--- config.mk ---
export PLATFORM = sky130hd
export DESIGN_NAME = lsu_mem_if
export DESIGN_NICKNAME = d
export VERILOG_FILES = /design/src/rtl/lsu_mem_if.sv
export SDC_FILE = /design/constraint.sdc
export NUM_CORES = 1
export LEC_CHECK = 0
export BUFFER_PORTS_ARGS = -buffer_cell sky130_fd_sc_hd__buf_2
export CORE_UTILIZATION = 25
export CTS_CLUSTER_DIAMETER = 50
export DETAILED_ROUTE_END_ITERATION = 10
export PLACE_DENSITY = 0.5
export RECOVER_POWER = 25
export SYNTH_ARGS = -nofsm -noshare
export SYNTH_HDL_FRONTEND = slang
export SYNTH_SLANG_ARGS = --single-unit
--- constraint.sdc ---
create_clock -name MEM_CLK -period 3.22 [get_ports MEM_CLK]
set_input_delay 0.483 -clock MEM_CLK [delete_from_list [all_inputs] [get_ports MEM_CLK]]
set_output_delay 0.483 -clock MEM_CLK [all_outputs]
set_load 0.02 [all_outputs]
--- src/rtl/lsu_mem_if.sv ---
// Load/store unit to data-memory port bridge.
// Accepts one pipeline request at a time, drives the memory data port until
// the memory signals completion (or the wait counter expires), then presents
// a one-cycle response to the pipeline.
module lsu_mem_if #(
    parameter int unsigned TIMEOUT_BITS = 8
) (
    input  logic        MEM_CLK,
    input  logic        RST,
    input  logic        REQ_RD,
    input  logic        REQ_WR,
    input  logic [31:0] REQ_ADDR,
    input  logic [31:0] REQ_DATA,
    input  logic [1:0]  REQ_SIZE,
    input  logic        REQ_SIGN,
    output logic        MEM_RDEN2,
    output logic        MEM_WE2,
    output logic [31:0] MEM_ADDR2,
    output logic [31:0] MEM_DIN2,
    output logic [1:0]  MEM_SIZE,
    output logic        MEM_SIGN,
    input  logic [31:0] MEM_DOUT2,
    input  logic        memValid2,
    output logic        STALL,
    output logic        RESP_VALID,
    output logic [31:0] RESP_DATA,
    output logic        MISALIGN,
    output logic        TIMEOUT
);

    localparam logic [1:0] IDLE = 2'd0;
    localparam logic [1:0] WAIT = 2'd1;
    localparam logic [1:0] RESP = 2'd2;

    localparam logic [TIMEOUT_BITS-1:0] CNT_MAX  = '1;
    localparam logic [TIMEOUT_BITS-1:0] CNT_LAST = CNT_MAX - 1'b1;
    localparam logic [31:0]             TIMEOUT_DATA = 32'hdead_beef;

    logic [1:0]              state;
    logic                    op_store;
    logic                    timed_out;
    logic [TIMEOUT_BITS-1:0] wait_cnt;

    logic req;
    logic misaligned;
    logic accept;

    // Request decode and alignment check for the request presented in IDLE.
    always_comb begin
        req = REQ_RD | REQ_WR;
        case (REQ_SIZE)
            2'd0:    misaligned = 1'b0;
            2'd1:    misaligned = REQ_ADDR[0];
            2'd2:    misaligned = |REQ_ADDR[1:0];
            default: misaligned = 1'b1;
        endcase
        accept = (state == IDLE) && req && !misaligned;
    end

    // Pipeline-facing and memory-enable outputs decoded from state.
    // The request inputs reach STALL/MISALIGN combinationally, so they are
    // masked while reset is held.
    always_comb begin
        STALL      = !RST && (accept || (state == WAIT));
        MISALIGN   = !RST && (state == IDLE) && req && misaligned;
        MEM_RDEN2  = (state == WAIT) && !op_store;
        MEM_WE2    = (state == WAIT) && op_store;
        RESP_VALID = (state == RESP);
        TIMEOUT    = (state == RESP) && timed_out;
    end

    // Request latch, wait counter, response capture and state sequencing.
    always_ff @(posedge MEM_CLK or posedge RST) begin
        if (RST) begin
            state     <= IDLE;
            op_store  <= 1'b0;
            timed_out <= 1'b0;
            wait_cnt  <= '0;
            MEM_ADDR2 <= '0;
            MEM_DIN2  <= '0;
            MEM_SIZE  <= '0;
            MEM_SIGN  <= 1'b0;
            RESP_DATA <= '0;
        end else begin
            case (state)
                IDLE: begin
                    if (accept) begin
                        MEM_ADDR2 <= REQ_ADDR;
                        MEM_DIN2  <= REQ_DATA;
                        MEM_SIZE  <= REQ_SIZE;
                        MEM_SIGN  <= REQ_SIGN;
                        op_store  <= REQ_WR;
                        timed_out <= 1'b0;
                        wait_cnt  <= '0;
                        state     <= WAIT;
                    end
                end
                WAIT: begin
                    if (memValid2) begin
                        RESP_DATA <= op_store ? '0 : MEM_DOUT2;
                        state     <= RESP;
                    end else begin
                        wait_cnt <= wait_cnt + 1'b1;
                        if (wait_cnt == CNT_LAST) begin
                            RESP_DATA <= TIMEOUT_DATA;
                            timed_out <= 1'b1;
                            state     <= RESP;
                        end
                    end
                end
                RESP: begin
                    state <= IDLE;
                end
                default: begin
                    state <= IDLE;
                end
            endcase
        end
    end

endmodule

==> results.md, run 1 <==
* I/O pin count at between 200 and 250
* Placer Congestion at 0.785
* Syn. warnings at 0
* Setup bufs post-CTS at 0
* Fin crit period at 2420 ps
* Design area at 6290 um^2
* Worst EP required at 2740 ps
* Clock network fraction of design power at 21.0%
* Clock sink count at roughly 110
* Worst VDD drop at 0.326 mV
* Max Slew Vio Count at 32
* Max H-tree Level at 3
* Seq. cell area at 2780 um^2
* Failing checks: DRC, capacitance limit, slew limit
* Syn Std Cell Area at 4690 um^2
* Num rows at 49
* Worst setup EP type: output pin
* DP HPWL at 8970 um
* Via density at roughly 4.6
* Area Growth Syn to Fin at 33.9%
* Post-synth ARST share at 100%
* Core area at 18200 um^2
* PwrDens at 923 nW/um^2
* Fmax at roughly 0.41 GHz
* Internal power at approximately 3600 uW
* Drt total wl at 12500 um
* Via count at roughly 3.7k
* CTS max path bufs at 2
* Tightest Hold Check Type: in2reg
* Multi-input logic area at 1780 um^2
* Hold-fix buffers, CTS at 0
* Total GRT Usage at 13.6%
* Congestion Overflow GR at 0
* # nets final at 681
* Flop pwr share at 39.3%
* Die Ht at 139 um
* Avg Cell Area, Syn at roughly 13 um^2
* First-pass GRT wire length at 20600 um
* Synthesized instance count at 372
* Core Util, Final at 34.5%
* Syn nets at 478
* Initial antenna violation count at 0
* CTS tree: done
* Synth Register Bits at 111
* DR pass1 iterations at 11
* Slew headroom at -2.84%
* Detailed Route Iter0 Violations at 160
* Ant. Diodes at 0
* Top-area cell type share of the netlist area at 59.2%
* Tightest Pin Transition at around 1500 ps
* Maxcap violations at 1
* Port Buf Inserts at between 200 and 250
* Average wire per standard cell at 15.4 um
* P_sw at roughly 2200 uW
* PostCTS Resize Cnt at 0
* Die width at 139 um
* DRC violations left at 12
* Clk Latency, worst-skew pair at 360 ps
* EDFF count, synth at 0
* LEAKAGE at 0.00295 uW
* Worst Skew at between 7 and 8 ps
* Critical path peak fanout at 7
* RSZ-0062 raised after global routing: no
* Layout cells sized above 1 at 51.9%
* Setup-failing EPs final at 0
* Vias in the first global route at 3996
* Sw frac at between 30% and 40%
* Register area share after synthesis at 59.2%
* Worst setup SP type: flip-flop
* Placed Area at 5970 um^2
* Top_reg_cell synth: dfrtp_1
* Outcome: finished with violations
* Yosys top cell by area: dfrtp_1
* Root Buffer: clkbuf_16
* Distinct cells, synth at 34
* Area contributors post-synth: dfrtp_1 (59%), mux2_2 (16%), nor2b_1 (3.5%)
* Initial core utilization at around a quarter
* Worst-path clk slew at approximately 70 ps
* Num CTS Buffers at 9
* Fill count at 1825
* Worst path arrival time at 1940 ps
* Die area at 19300 um^2
* Largest net degree at the start of global routing at 55
* Comb pwr share at 39.7%
* Crit Path Class: reg2out
* Final TNS setup at 0 ps
* ANT nets after route at 0
* Final Cycle Share at around three quarters
* Final hold violation count at 0
[cells in the mapped netlist (all sizes together), types with 4 or more instances]
cell type / count
dfrtp: 111
mux2: 68
a21oi: 32
nor2: 28
nor2b: 26
o22ai: 25
clkbuf: 13
and2: 11
buf: 10
a221o: 8
o21ai: 8
nand2: 4
or3: 4
[through the flow]
step,hold slack (ps),total power (uW),setup slack [ps],instances
2_1_floorplan,448,3790,1310,372
3_3_place_gp,486,4590,976,793
3_5_place_dp,490,4650,927,793
4_1_cts,273,5900,811,809
5_1_grt,339,6170,667,809
6_report,351,5800,801,809
[per-layer routing]
| metal | track usage, % | up-vias | share of wire, % |
|---|---|---|---|
| met2 | 23.5 | 121 | 50 |
| met4 | 5.20 | 0 | 1.6 |
| li1 | - | 1732 | - |
| met1 | 16.2 | 1829 | 43 |
| met5 | 0 | - | 0 |
| met3 | 3.42 | 14 | 5.5 |
[layout make-up]
type                    instances  share of cell area (%)
well taps                     229                    4.56
multi-input cells             236                    28.2
clock inverters                 6                    1.45
clock buffers                  10                    3.64
flip-flops and latches        111                    44.2
inverters                       2                   0.139
repair buffers                215                    17.8
[worst paths after layout]
check / start / end / depth (start not counted) / slack, ps
worst min register to register: MEM_DIN2[15] / MEM_DIN2[15] / 1 / 500
worst max register to register: state[0] / MEM_ADDR2[7] / 4 / 1120
worst min-delay path: REQ_DATA[0] / MEM_DIN2[0] / 2 / 350
worst max-delay path: state[0] / STALL / 4 / 800
min in group asynchronous: RST / op_store / 2 / 500
max in group asynchronous: RST / MEM_ADDR2[29] / 3 / 1700
[logic make-up after synthesis]
| group | share of synthesized area [%] |
|---|---|
| compound gates | 10.2 |
| xor+xnor | 0.187 |
| fa+ha+maj | 0.533 |
| buf+inv | 3.23 |
| flops | 59.2 |
| mux | 16.3 |
| simple gates | 10.3 |
[critical path, cell delays in order (launching register included)]
cell,delay (ps)
dfrtp_1,440
nor2_1,340
o221ai_1,390
a21oi_1,220
buf_2,190
[power by group through the flow]
stage                     registers [uW]  clock network, uW  logic, uW
final                               2280               1220       2300
after global placement              2300                  0       2300
after detailed placement            2310                  0       2340
after floorplan                     2910                  0        880
after global routing                2370               1320       2480
after CTS                           2290               1270       2340
[registers in the layout (all words and copies together) (netlist names)]
register	cells
MEM_ADDR2	32
MEM_DIN2	32
MEM_SIGN	1
MEM_SIZE	2
RESP_DATA	32
op_store	1
state	2
timed_out	1
wait_cnt	8
[placed cells by master, fill, tap and decap left out, drive strengths merged]
cell type  netlist  final
a221o            8      8
clkinvlp         0      1
nor2            28     28
o22ai           25     25
bufinv           0      2
o221a            1      1
nor2b           26     26
nor3             1      1
or3              4      4
clkbuf          13     11
o221ai           1      1
nor4bb           1      1
o31ai            2      2
o21ai            8      8
ha               2      2
mux2            68     68
buf             10    214
and4             1      1
or4              2      2
xnor2            1      1
inv              2      3
dfrtp          111    111
nand2b           2      2
nand3b           1      1
nand4bb          1      1
nand2            4      4
nand4            2      2
nor4             1      1
nor3b            1      1
and2            11     11
clkinv           0      2
a21oi           32     32
and3             1      1
o2bb2ai          1      1
No activity file was read; power rests on OpenSTA's default activity.
==> run 2: changes to the inputs <==
ABC_AREA = 1   (was not set)
PLACE_DENSITY = 0.48   (was 0.5)
clock period = 2.5 ns   (was 3.22 ns; I/O delays follow)
==> run 2 against run 1 <==
The flow finishes with violations (capacitance limit, slew limit). Total power rose by 24%. Register-to-register slack got worse by 310 ps. Non-clock buffer count rose by 4. Cell area rose by 2.4%. Critical path depth rose by 2. Clock power rose by 18%. First-iteration DRC count rose by 2.5%. Wire length rose by 18%. Largest power group unchanged.
==> results.md, run 2 <==
* Post-synth ARST share at 100%
* PwrDens at 1120 nW/um^2
* Synth Register Bits at roughly 110
* Reg-to-reg startpoint: wait_cnt[0]
* Vias in the first global route at 4515
* Num CTS Buffers at 9
* Core area at between 15000 and 20000 um^2
* Top-area cell type share of the netlist area at 57.2%
* Largest family of logic cells by synthesized area: simple AND/OR/NAND/NOR gates
* Multiplexer share of the synthesized area at 0%
* Critical path peak fanout at 13
* Fmax at just under 0.5 GHz
* Congestion Overflow GR at 0
* Outcome: finished with violations
* Setup-failing EPs final at 0
* Most frequent cells in the layout: nand2_1 (239), buf_2 (207), nand3_1 (141), dfrtp_1 (111), nor2_1 (20)
* Final hold violation count at 0
* Post-synth top cells: nand2_1 (241), nand3_1 (141), dfrtp_1 (111)
* Clk Latency, worst-skew pair at approximately 360 ps
* Detailed Route Iter0 Violations at between 150 and 200
* RSZ-0062 raised after global routing: no
* P_sw at 3100 uW
* Num rows at 50
* Via density at 4.36
* Reg2reg setup slack at 810 ps
* Slew headroom at -13.2%
* Avg Cell Area, Syn at 8.21 um^2
* Area Growth Syn to Fin at 32.4%
* Hold-fix buffers, CTS at 0
* EDFF count, synth at 0
* DR pass1 iterations at 4
* Maxcap violations at 1
* # nets final at between 800 and 900
* Final Non-Filler Cells at 1050
* Synthesized instance count at 592
* Syn Std Cell Area at around 4900 um^2
* Internal power at a little over 4000 uW
* I/O pin count at 209
* Tightest Hold Check Type: in2reg
* Post-synthesis adder-cell area fraction at 0.515%
* Hold path depth at 3
* Via count at 4583
* Synth Area in Compound Gates at about 1.0%
* Worst Skew at 8.14 ps
* Placer Congestion at 0.708
* Total GRT Usage at between 10% and 20%
* Initial core utilization at 25.7%
* Max Slew Vio Count at 68
* Setup WS pre-CTS at 754 ps
* Distinct cells, synth at 19
* Largest registers: MEM_ADDR2 (32), MEM_DIN2 (32), RESP_DATA (32)
* Fin crit period at 2030 ps
* Top-count cell post-synth: nand2_1
* Fill count at 2097
* Worst setup SP type: flip-flop
* Worst setup EP type: output pin
* Comb pwr share at 40.4%
* Die width at 141 um
* ANT nets after route at 0
* Die area at 20000 um^2
* CTS max path bufs at 2
* Post-Synth Simple-Gate Area at between 30% and 40%
* Clock sink count at 111
* Syn. warnings at 0
* Worst path arrival time at 1660 ps
* Setup bufs post-CTS at 0
* PostCTS Resize Cnt at 0
* Layout cells sized above 1 at a little under a third
* Flop pwr share at between 30% and 40%
* Crit Path Class: reg2out
* First-pass GRT wire length at 23700 um
* Yosys top cell by area: dfrtp_1
* Worst-path clk slew at 80 ps
* CTS tree: done
* Average wire per standard cell at ~14 um
* Tightest Pin Transition at 1700 ps
* Hold Crit Endpoint: MEM_DIN2[12]
* Drt total wl at 14700 um
* Placed Cells at 1032
* Largest net degree at the start of global routing at 73
* Most common cell after layout, fill and taps aside: nand2_1
* LEAKAGE at 0.00365 uW
* Worst EP required at 2120 ps
* Top_reg_cell synth: dfrtp_1
* R2R cell count at 8
* Register area share after synthesis at 57.2%
* DRC violations left at 0
* Worst R2R End: RESP_DATA[0]
* Initial antenna violation count at 2
* Die Ht at roughly 140 um
* Root Buffer: clkbuf_16
* Final TNS setup at 0 ps
* Clock network fraction of design power at around 20%
* Worst Hold Launch: REQ_DATA[12]
* Post-synthesis xor/xnor area fraction at 0%
* Max H-tree Level at 3
* Worst VDD drop at 0.378 mV
* Area contributors post-synth: dfrtp_1 (57%), nand2_1 (19%), nand3_1 (15%)
* Port Buf Inserts at 208
* DP HPWL at 9900 um
* Syn nets at 698
* Final Cycle Share at roughly four fifths
* Final worst slack at 468 ps
* Sw frac at between 40% and 50%
* Failing checks: capacitance limit, slew limit
==> run 2: cell count changes in the layout (fill, tap and decap cells not counted), moves of 4 or more <==
cell / previous run / this run
a21oi_1: 32 / 4
a221o_1: 8 / 0
and2_1: 11 / 0
inv_1: 1 / 15
mux2_2: 68 / 0
nand2_1: 4 / 239
nand3_1: 0 / 141
nor2_1: 28 / 20
nor2b_1: 25 / 0
o22ai_1: 25 / 0
or3_1: 4 / 0
==> run 2: worst max-delay path by stage <==
stage	endpoint	start
2_1_floorplan	STALL	state[1]
3_3_place_gp	STALL	REQ_ADDR[0]
3_5_place_dp	STALL	REQ_ADDR[0]
4_1_cts	STALL	state[1]
5_1_grt	STALL	state[1]
6_report	STALL	state[1]
==> run 2: kinds of logic (layout without fill, tap and decap cells) <==
group / count (synthesis) / in the layout
AOI/OAI and AO/OA: 10 / 10
adders and majority gates: 2 / 2
buffers and inverters: 58 / 254
DFF: 111 / 111
other: 0 / 2
and+or+nand+nor: 411 / 411
==> run 2: power groups by stage <==
stage                     Clock, uW  Combinational, uW  Sequential, uW
after CTS                      1510               2970            2870
after floorplan                   0               1010            3710
after detailed placement          0               2980            2890
after global placement            0               2980            2880
final                          1440               2910            2870
after global routing           1570               3220            2970
==> run 2: per-layer routing <==
| layer | up-vias | part of all wire (%) | track usage [%] |
|---|---|---|---|
| met4 | 2 | 0.95 | 4.24 |
| met5 | - | 0.12 | 0 |
| met1 | 2124 | 47 | 20.2 |
| met2 | 162 | 44 | 23.4 |
| met3 | 10 | 7.9 | 5.16 |
| li1 | 2285 | - | - |
==> run 2: area by class of cell <==
cell class / count / area (um^2) / share of cell area [%]
diodes: 2 / 5.00 / 0.0778
flip-flops and latches: 111 / 2780 / 43.2
clock buffers: 9 / 225 / 3.50
repair buffers: 219 / 1130 / 17.6
multi-input cells: 423 / 1830 / 28.5
inverters: 19 / 72.6 / 1.13
clock inverters: 7 / 67.6 / 1.05
well taps: 260 / 325 / 5.06
==> run 2: critical path: stages, from the launching register on <==
cell and delay (ps):
dfrtp_1 420, inv_2 90, nand2_1 130, nor2_4 120, nand2_2 180, a21oi_1 170, buf_2 190
==> run 2: stage by stage <==
step                hold WS, ps  power, uW  utilization [%]  instance area, um^2
floorplan                   446       4720                -                 4860
global placement            449       5860             32.6                 6160
detailed placement          453       5870             32.6                 6160
CTS                         167       7360             34.1                 6450
global route                237       7760             34.0                 6430
finish                      240       7220             34.1                 6430
